**config.mk**
```make
export PLATFORM = sky130hd
export DESIGN_NAME = pll_reset_sequencer
export DESIGN_NICKNAME = d
export VERILOG_FILES = /design/src/rtl/pll_reset_sequencer.sv
export SDC_FILE = /design/constraint.sdc
export NUM_CORES = 1
export LEC_CHECK = 0
export ABC_CLOCK_PERIOD_IN_PS = 3300
export BUFFER_PORTS_ARGS = -buffer_cell sky130_fd_sc_hd__buf_2
export CAP_MARGIN = 15
export CORE_UTILIZATION = 45
export CTS_CLUSTER_DIAMETER = 100
export DETAILED_ROUTE_END_ITERATION = 10
export HOLD_SLACK_MARGIN = 0.03
export PLACE_DENSITY_LB_ADDON = 0.25
export SYNTH_ARGS = -nofsm -noshare
export SYNTH_HDL_FRONTEND = slang
export SYNTH_SLANG_ARGS = --single-unit
```
**constraint.sdc**
```tcl
create_clock -name clk -period 3.3 [get_ports clk]
set_clock_uncertainty 0.15 [all_clocks]
set_input_delay 0 -clock clk [delete_from_list [all_inputs] [get_ports clk]]
set_output_delay 0 -clock clk [all_outputs]
set_load 0.05 [all_outputs]
```
**src/rtl/pll_reset_sequencer.sv**
```systemverilog
// Purpose: staged reset release behind the PLL. The raw lock flag is
// synchronised into clk, lock must stay stable for LOCK_STABLE_CYCLES, then
// sys_rst_n releases, and CORE_DELAY cycles later core_rst_n/ready release.
// Any loss of lock after release re-asserts both resets and is counted.
// Ports:
//   clk           PLL output clock, rising edge
//   rst_n         asynchronous active-low reset
//   pll_lock      raw PLL lock flag (asynchronous to clk)
//   sys_rst_n     registered active-low reset, memories/peripherals
//   core_rst_n    registered active-low reset, processor core
//   ready         registered copy of core_rst_n
//   state         current FSM state (WAIT_LOCK=0 STABLE=1 RELEASE=2 RUN=3)
//   lock_loss_cnt saturating count of lock losses from RELEASE or RUN
module pll_reset_sequencer #(
    parameter int unsigned SYNC_STAGES        = 2,
    parameter int unsigned LOCK_STABLE_CYCLES = 1024,
    parameter int unsigned CORE_DELAY         = 16,
    parameter int unsigned CNT_WIDTH          = 16
) (
    input  logic       clk,
    input  logic       rst_n,
    input  logic       pll_lock,
    output logic       sys_rst_n,
    output logic       core_rst_n,
    output logic       ready,
    output logic [1:0] state,
    output logic [7:0] lock_loss_cnt
);

    localparam int unsigned LOSS_W = 8;

    typedef enum logic [1:0] {
        WAIT_LOCK = 2'd0,
        STABLE    = 2'd1,
        RELEASE   = 2'd2,
        RUN       = 2'd3
    } state_t;

    localparam logic [CNT_WIDTH-1:0] STABLE_LAST = CNT_WIDTH'(LOCK_STABLE_CYCLES - 1);
    localparam logic [CNT_WIDTH-1:0] CORE_LAST   = CNT_WIDTH'(CORE_DELAY - 1);

    logic [SYNC_STAGES-1:0] sync_q;
    logic                   lock_s;
    state_t                 state_q, state_d;
    logic [CNT_WIDTH-1:0]   cnt_q, cnt_d;
    logic [LOSS_W-1:0]      loss_d;
    logic                   loss_event;
    logic                   sys_d, core_d;

    // Lock synchroniser; only the last stage is used.
    always_ff @(posedge clk or negedge rst_n) begin
        if (!rst_n) begin
            sync_q <= '0;
        end else begin
            sync_q <= {sync_q[SYNC_STAGES-2:0], pll_lock};
        end
    end

    assign lock_s = sync_q[SYNC_STAGES-1];

    // State, counter and registered outputs.
    always_ff @(posedge clk or negedge rst_n) begin
        if (!rst_n) begin
            state_q       <= WAIT_LOCK;
            cnt_q         <= '0;
            sys_rst_n     <= 1'b0;
            core_rst_n    <= 1'b0;
            ready         <= 1'b0;
            lock_loss_cnt <= '0;
        end else begin
            state_q       <= state_d;
            cnt_q         <= cnt_d;
            sys_rst_n     <= sys_d;
            core_rst_n    <= core_d;
            ready         <= core_d;
            lock_loss_cnt <= loss_d;
        end
    end

    assign state = state_q;

    // Next state, counter and loss accounting; outputs decode the next state
    // so both resets change on the same edge as the state.
    always_comb begin
        state_d    = state_q;
        cnt_d      = cnt_q;
        loss_event = 1'b0;
        case (state_q)
            WAIT_LOCK: begin
                cnt_d = '0;
                if (lock_s) state_d = STABLE;
            end
            STABLE: begin
                if (!lock_s) begin
                    state_d = WAIT_LOCK;
                    cnt_d   = '0;
                end else if (cnt_q == STABLE_LAST) begin
                    state_d = RELEASE;
                    cnt_d   = '0;
                end else begin
                    cnt_d = cnt_q + CNT_WIDTH'(1);
                end
            end
            RELEASE: begin
                if (!lock_s) begin
                    state_d    = WAIT_LOCK;
                    cnt_d      = '0;
                    loss_event = 1'b1;
                end else if (cnt_q == CORE_LAST) begin
                    state_d = RUN;
                    cnt_d   = '0;
                end else begin
                    cnt_d = cnt_q + CNT_WIDTH'(1);
                end
            end
            RUN: begin
                cnt_d = '0;
                if (!lock_s) begin
                    state_d    = WAIT_LOCK;
                    loss_event = 1'b1;
                end
            end
            default: begin
                state_d = WAIT_LOCK;
                cnt_d   = '0;
            end
        endcase

        loss_d = lock_loss_cnt;
        if (loss_event && (lock_loss_cnt != '1)) begin
            loss_d = lock_loss_cnt + LOSS_W'(1);
        end

        sys_d  = (state_d == RELEASE) || (state_d == RUN);
        core_d = (state_d == RUN);
    end

endmodule

```
; Word level (Yosys, flattened, before mapping)
; Index checks and enable logic that the tools add are counted.
; Widths: inputs -> output; s select.
[totals]
ff_bits = 30
latch_bits = 0
ramBits = 0
mem_bits_ro = 0
in_bits = 3
out_inout_bits = 13
wordCells = 35
n_memories = 0
[op_classes]
n_addsub = 2
mul = 0
div = 0
magnitude_cmp = 0
eq_ne = 8
n_shift = 0
muxes = 14
bitwise = 0
reduce_logical = 5
[op_table]
columns = operator, count
row1 = $mux 16, 4
row2 = $pmux 16 s3, 1
row3 = $add 16x1->16 const B, 1
row4 = $eq 16x10->1 const B, 1
row5 = $eq 16x4->1 const B, 1
row6 = $mux 2, 6
row7 = $add 8x1->8 const B, 1
row8 = $eq 2x2->1 const B, 4
row9 = $ne 8x8->1 const B, 1
row10 = $pmux 2 s4, 1
row11 = $reduce_or 2->1, 2
row12 = $eq 2x1->1 const B, 1
row13 = $logic_not 2->1, 1
row14 = $mux 1, 2
row15 = $logic_and 1x1->1, 1
row16 = $logic_or 1x1->1, 1

; Logic depth before layout (Yosys ltp)
; Gate-level depths: netlist of run 1.
[logic_depth]
ltp_word = 6
mapped_depth = 6
mapped_depth_nobuf = 5

; Worst setup path before layout of run 1
; OpenSTA, ideal clock, no wires.
[synth_timing]
path_kind = register -> register
startpoint = reg cnt_q[10]
endpoint = reg state_q[0], in the netlist state[0]
setup_time_ns = 0.120
arrival_ns = 2.085
t_required_ns = 3.030
setup_slack_ns = 0.944
path_stages_with_launch = 5
n_path_buf = 0
period_less_slack_ns = 2.356
path_cell_list = dfrtp_1 -> or4_1 -> or4_4 -> or4_4 -> o211a_1
[synth_between]
elab_chain_len = 4
elab_cells_between_ends = 7
classes_between = 2 x eq/ne / 5 x mux
[synth_lines]
columns = element, line_no
row1 = start: declaration, 45  ; logic [CNT_WIDTH-1:0] cnt_q, cnt_d;
row2 = start signal: assignment, 72  ; cnt_q <= cnt_d;
row3 = $eq 16x4->1 or $eq 16x10->1 (tied branches), "109, 97"
row4 = "$mux 2, on equally long branches", "109, 97"
row5 = "$mux 2, on equally long branches", "105, 94"
row6 = $pmux 2 s4 (*), 88  ; case (state_q)
row7 = net state_d[0], 44  ; state_t state_q, state_d;
row8 = end signal: assignment, 71  ; state_q <= state_d;
row9 = end: declaration, 44
; The timed path passes the listed nets; every way through them passes the cells marked *.
; A chain may end at the register's enable or synchronous reset.

; Worst setup path in the final report of run 1
[layout_timing]
startpoint = reg cnt_q[0]
endpoint = reg cnt_q[2]
[layout_between]
elab_chain_len = 4
elab_cells_between_ends = 8
classes_between = 1 x add/sub / 2 x eq/ne / 5 x mux
[layout_lines]
columns = element, line_no
row1 = "$add 16x1->16, or another cell as far along", "101, 113"
row2 = "$mux 16, on equally long branches", "109, 97"
row3 = "$mux 16, on equally long branches", "105, 94"
row4 = $pmux 16 s3 (*), 88
row5 = net cnt_d[2], 45
; Marked as above.

==> metrics, run 1 <==
Mapped Area=1405 um^2; GR Util All Layers=18.49%; Post-synth ARST share=100.0%; DR WL/cell=roughly 14 um; placed cell count=167; Max Freq=0.3777 GHz; register bit total from synthesis=29; # diodes=0; Worst Path Arrival=2.67 ns; Startpoint Class=flop; TritonCTS clock tree=done; number of I/O pins=16; Iter 0 DRT Violations=38; DRC=1; crit path max fanout=16; Post-synth top flop=dfrtp_1; gpl congestion=~0.80; DP HPWL=1702 um; Syn. warnings=0; sequential share of the synthesized area=between 50% and 60%; Clock Latency Late Sink=~0.33 ns; Final setup viols=0; largest net degree at the start of global routing=30; ANT nets after route=0; Max Slew Vio Count=0; final hold violations=0; P&R area growth vs syn=10.95%; Post-Layout Cell Count=roughly 180; Reg2Reg Depth=5; Rel. slew slack=49.87%; Tmin final=between 2 and 3 ns; CP Cell Sequence=ha_1, nand3_1, or4_4, o311ai_4, a211oi_1; synth unique cells=26; EDFF count, synth=0; crit-path leading delay family=compound AO/OA/AOI/OAI gates; most common cell in the netlist=dfrtp_1; share of layout cells above drive strength 1=18.49%; die height=57.88 um; reg2reg start=cnt_q[0]; vias in the first global route=1,028; fill cell count=about 260; Synth top cells by count=dfrtp_1, xnor2_1, a211oi_1; cts repair resizes=0; Mapped Cells=approximately 130; Nets=150; initial antenna violation count=0; DR vias=1,019; CP max stage delay=0.67 ns; status=complete, but fails checks; Leakage=0.6981 nW; net count after synthesis=131; Sink Count=29; Worst Tran Pin Value=0.7498 ns; multi-input logic area=625.6 um^2; max-cap viol count=0; CTS buffer count=5; failing checks=DRC; Critical Path RT=roughly 3.3 ns; Reg2Reg Setup Slack=0.65 ns; RSZ-0062 raised after global routing=no; Die W=57.88 um; die area=3350 um^2; syn avg cell area=11.15 um^2; Peak VDD IR=0.2143 mV; Clock Tree Root=clkbuf_4; port bufs=15; Worst Hold Class=input pin to asynchronous set/reset pin; CP max stage cell=o311ai_4; FF-to-FF End=cnt_q[2]; top cell type's share of synthesized area=51.65%; Initial Util=49.25%; global-route wire length before repair=4595 um; Power Dens Cells=375.1 nW/um^2; Crit Path Class=flop to flop; Post-Route WL=2549 um; htree depth=2; setup TNS=0 ns; Reg clk slew, reported paths=approximately 0.090 ns; largest area contributor in the netlist=dfrtp_1; Via-to-Cell Ratio=5.757; cells taking the most area after synthesis=dfrtp_1, xnor2_1, a211oi_1, nand3_1, nand2_1; Row Count=19; FF+latch area=725.7 um^2; drt first pass iters=7; critical path endpoint category=flop; Remaining Overflow, GRT=0; Core Area=2853 um^2; WP buf/inv=0; period utilization=80.24%; clock buffer depth=2
-- worst max-delay path by stage --
stage / from / endpoint / slack [ns] / depth (start not counted)
3_5_place_dp: cnt_q[0] / cnt_q[2] / 0.69 / 5
3_3_place_gp: cnt_q[10] / cnt_q[2] / 0.76 / 4
2_1_floorplan: cnt_q[10] / state[0] / 0.94 / 4
6_report: cnt_q[0] / cnt_q[2] / 0.65 / 5
5_1_grt: cnt_q[0] / cnt_q[2] / 0.51 / 5
4_1_cts: cnt_q[0] / cnt_q[2] / 0.67 / 5
-- cell usage in the layout, fill, tap and decap left out --
cell type / instances
dlygate4sd3_1: 2
nand2_1: 8
and2_1: 1
a21oi_1: 2
or4_4: 2
nor4_1: 4
nand4_1: 4
mux2_2: 1
clkbuf_1: 1
and3_1: 3
nand3_1: 7
ha_1: 2
dfrtp_1: 29
o311ai_4: 1
inv_1: 6
xor2_1: 2
a211oi_1: 15
a41oi_1: 1
o211ai_2: 1
nor2_1: 5
nor3_1: 4
clkinv_2: 2
xnor2_1: 19
or4_1: 1
nand2b_1: 1
o211a_1: 2
clkbuf_4: 5
buf_2: 15
-- layout make-up --
class | count | area share [%]
Tap cell | 31 | 2.488
Multi-Input combinational cell | 86 | 40.13
Clock buffer | 6 | 2.648
Timing Repair Buffer | 17 | 6.099
Clock inverter | 2 | 0.6421
Sequential cell | 29 | 46.55
Inverter | 6 | 1.445
-- what timing repair did --
item                       4_1_cts  5_1_grt
hold buffers                     2        0
buffers inserted                 0        0
setup endpoints to repair        0        0
hold endpoints to repair        30        0
-- stage by stage --
stage               power (W)  worst slack [ns]  cell area [um^2]  hold slack (ns)  util (%)
CTS                 0.0005908            0.6741              1559          0.08417     54.65
global route        0.0006066            0.5097              1559           0.1281     54.65
finish              0.0005847            0.6522              1559          0.05703     54.65
floorplan           0.0003788            0.9443              1405          -0.4456         -
detailed placement  0.0003893            0.6884              1488         -0.09868     52.15
global placement    0.0003889            0.7592              1488          -0.1029     52.15
-- cell families after synthesis --
kind of cell | synth area share, %
and+or+nand+nor | 15.32
xor gates and xnor gates | 13.09
adders and majority gates | 1.781
muxes | 0.8014
DFF | 51.65
AOI/OAI and AO/OA | 13.54
buffers and inverters | 3.828
-- sequential cells by signal (all words and copies together), names as in the netlist --
name	count
cnt_q	16
lock_loss_cnt	8
state	2
sync_q	2
ready	1
-- routing by layer --
metal | up-vias | GRT usage (%) | share of wire [%]
li1 | 497 | - | -
met1 | 501 | 23.62 | 49
met2 | 19 | 28.74 | 47
met3 | 2 | 5.357 | 4.0
met4 | 0 | 9.184 | 0.20
met5 | - | 0 | 0
-- power breakdown --
part           total [W]  leakage, nW  switching, W  internal (W)
combinational  0.0000222        0.269     0.0000165    0.00000570
clock           0.000202       0.0320      0.000121     0.0000809
sequential      0.000361        0.397    0.00000304      0.000358
(Power assumes the default switching activity.)
==> run 2, diff against run 1 <==
- ABC_CLOCK_PERIOD_IN_PS: 3300 -> 2660
- clock period: 3.3 -> 2.66 ns (I/O delays scaled with it)
==> metrics, run 2 (synthesized netlist as in run 1, its figures left out) <==
drt first pass iters=7 (unchanged); DRC=1 (unchanged); Worst Path Arrival=2.50 ns (-0.17 ns); port bufs=15 (unchanged); FF-to-FF End=state[0]; Nets=155 (+3.3%); Rel. slew slack=58.03% (+8.2 points); Core Area=2853 um^2 (unchanged); max-cap viol count=0 (unchanged); P&R area growth vs syn=14.96%; Reg2Reg Setup Slack=0.23 ns (-0.42 ns); share of layout cells above drive strength 1=21.85% (+3.4 points); PnR worst setup slack=0.2344 ns (-0.4178 ns); Final Power=0.0007870 W (+35%); Largest register FFs=16 (unchanged); Remaining Overflow, GRT=0 (unchanged); Row Count=19 (unchanged); Crit Path Class=flop to flop; largest net degree at the start of global routing=30 (unchanged); final hold violations=0 (unchanged); Initial Util=49.25% (unchanged); CP Cell Sequence=or4_1, or4_4, or4_4, o211a_1; commonest non-fill, non-tap cell in the layout=dfrtp_1; placed cell count=172 (+3.0%); Critical Path RT=2.74 ns (-0.58 ns); TritonCTS clock tree=done; Largest regs=cnt_q x16, lock_loss_cnt x8; Leakage=0.7301 nW (+4.6%); commonest non-fill, non-tap cells in the layout=dfrtp_1, xnor2_1, a211oi_1, buf_2, nand2_1; CP max stage delay=0.54 ns (-0.13 ns); htree depth=2 (unchanged); critical path endpoint category=flop; CP max stage cell=or4_4; Post-Route WL=2648 um (+3.9%); Final setup viols=0 (unchanged); Peak VDD IR=0.3859 mV (+80%); die area=3350 um^2 (unchanged); die height=57.88 um (unchanged); GR Util All Layers=19.54% (+1.1 points); reg2reg start=cnt_q[10]; Clock Tree Root=clkbuf_4; ANT nets after route=0 (unchanged); Reg clk slew, reported paths=0.10 ns (about the same); Reg2Reg Depth=4 (-1); Die W=57.88 um (unchanged); Sink Count=29 (unchanged); Tmin final=2.426 ns (-0.2222 ns); FF+latch area=725.7 um^2 (unchanged); Iter 0 DRT Violations=45 (+18%); crit path max fanout=4 (-12); clock buffer depth=2 (unchanged); Biggest register=cnt_q; Via-to-Cell Ratio=5.846 (+1.5%); Power Dens Cells=487.2 nW/um^2 (+30%); DP HPWL=1807 um (+6.2%); multi-input logic area=625.6 um^2 (unchanged); DR vias=1,064 (+4.4%); gpl congestion=0.7948 (-0.66%); failing checks=DRC; Post-Layout Cell Count=182 (+2.8%); Max Freq=0.4123 GHz (+9.2%); pre-CTS setup slack=0.2588 ns (-0.4296 ns); initial antenna violation count=0 (unchanged); RSZ-0062 raised after global routing=no; fill cell count=251 (-4.2%); Worst Hold Class=input pin to asynchronous set/reset pin; vias in the first global route=1,121 (+9.0%); Worst Tran Pin Value=0.6296 ns (-0.1202 ns); global-route wire length before repair=4954 um (+7.8%); # diodes=0 (unchanged); Startpoint Class=flop; Setup Buffers After CTS=0 (unchanged); Max Slew Vio Count=0 (unchanged); Min Hold Slack=0.05388 ns (-0.003154 ns); CTS buffer count=5 (unchanged); status=complete, but fails checks; period utilization=91.19% (+11 points); Clock Latency Late Sink=0.33 ns (about the same); number of I/O pins=16 (unchanged); DR WL/cell=14.55 um (+1.0%); critical path's most frequent cell=or4_4; setup TNS=0 ns (unchanged)
-- run 2: cell types whose count changed in the layout (fill, tap and decap cells not counted), sizes merged --
| cell | change |
|---|---|
| clkinv | -1 |
| clkbuf | +1 |
| buf | +5 |
-- run 2: metrics by stage --
step	cell area, um^2	utilization (%)
after detailed placement	1525	53.46
final	1615	56.62
after global placement	1525	53.46
after CTS	1615	56.62
after floorplan	1405	-
after global routing	1615	56.62
-- run 2: layout make-up --
type / count / area share (%)
flip-flops and latches: 29 / 44.93
multi-input cells: 86 / 38.73
repair buffers: 22 / 8.211
clock buffers: 7 / 4.028
well taps: 31 / 2.401
inverters: 6 / 1.394
clock inverters: 1 / 0.3098
-- run 2: repair_timing --
action / in CTS / in global routing
resized for setup: 0 / 0
hold buffers: 2 / 0
hold endpoints to repair: 30 / 0
-- run 2: worst max path at each step --
stage,from,cells past startpoint,to
6_report,cnt_q[10],4,state[0]
5_1_grt,cnt_q[10],4,state[0]
4_1_cts,cnt_q[10],4,state[0]
3_5_place_dp,cnt_q[10],4,state[0]
3_3_place_gp,cnt_q[10],4,state[0]
2_1_floorplan,cnt_q[10],4,state[0]
-- run 2: layer usage --
| layer | track usage [%] | vias to the layer above | wire, um |
|---|---|---|---|
| li1 | - | 503 | - |
| met1 | 26.02 | 525 | 1212 |
| met2 | 30.54 | 32 | 1245 |
| met3 | 5.580 | 4 | 148 |
| met4 | 7.143 | 0 | 42 |
| met5 | 0 | - | 0 |
-- run 2: power breakdown --
group          total [W]  switching, W  internal, W  leakage [nW]
clock network   0.000310      0.000157     0.000153        0.0413
registers       0.000448    0.00000372     0.000444         0.397
logic          0.0000291     0.0000212   0.00000796         0.292
-- run 2: worst max-delay path: cells and delay by family, from the launching register on --
family,cells,cell delay (ns)
AO/OA/AOI/OAI,1,0.22
flip-flops,1,0.42
AND/OR/NAND/NOR,3,1.53
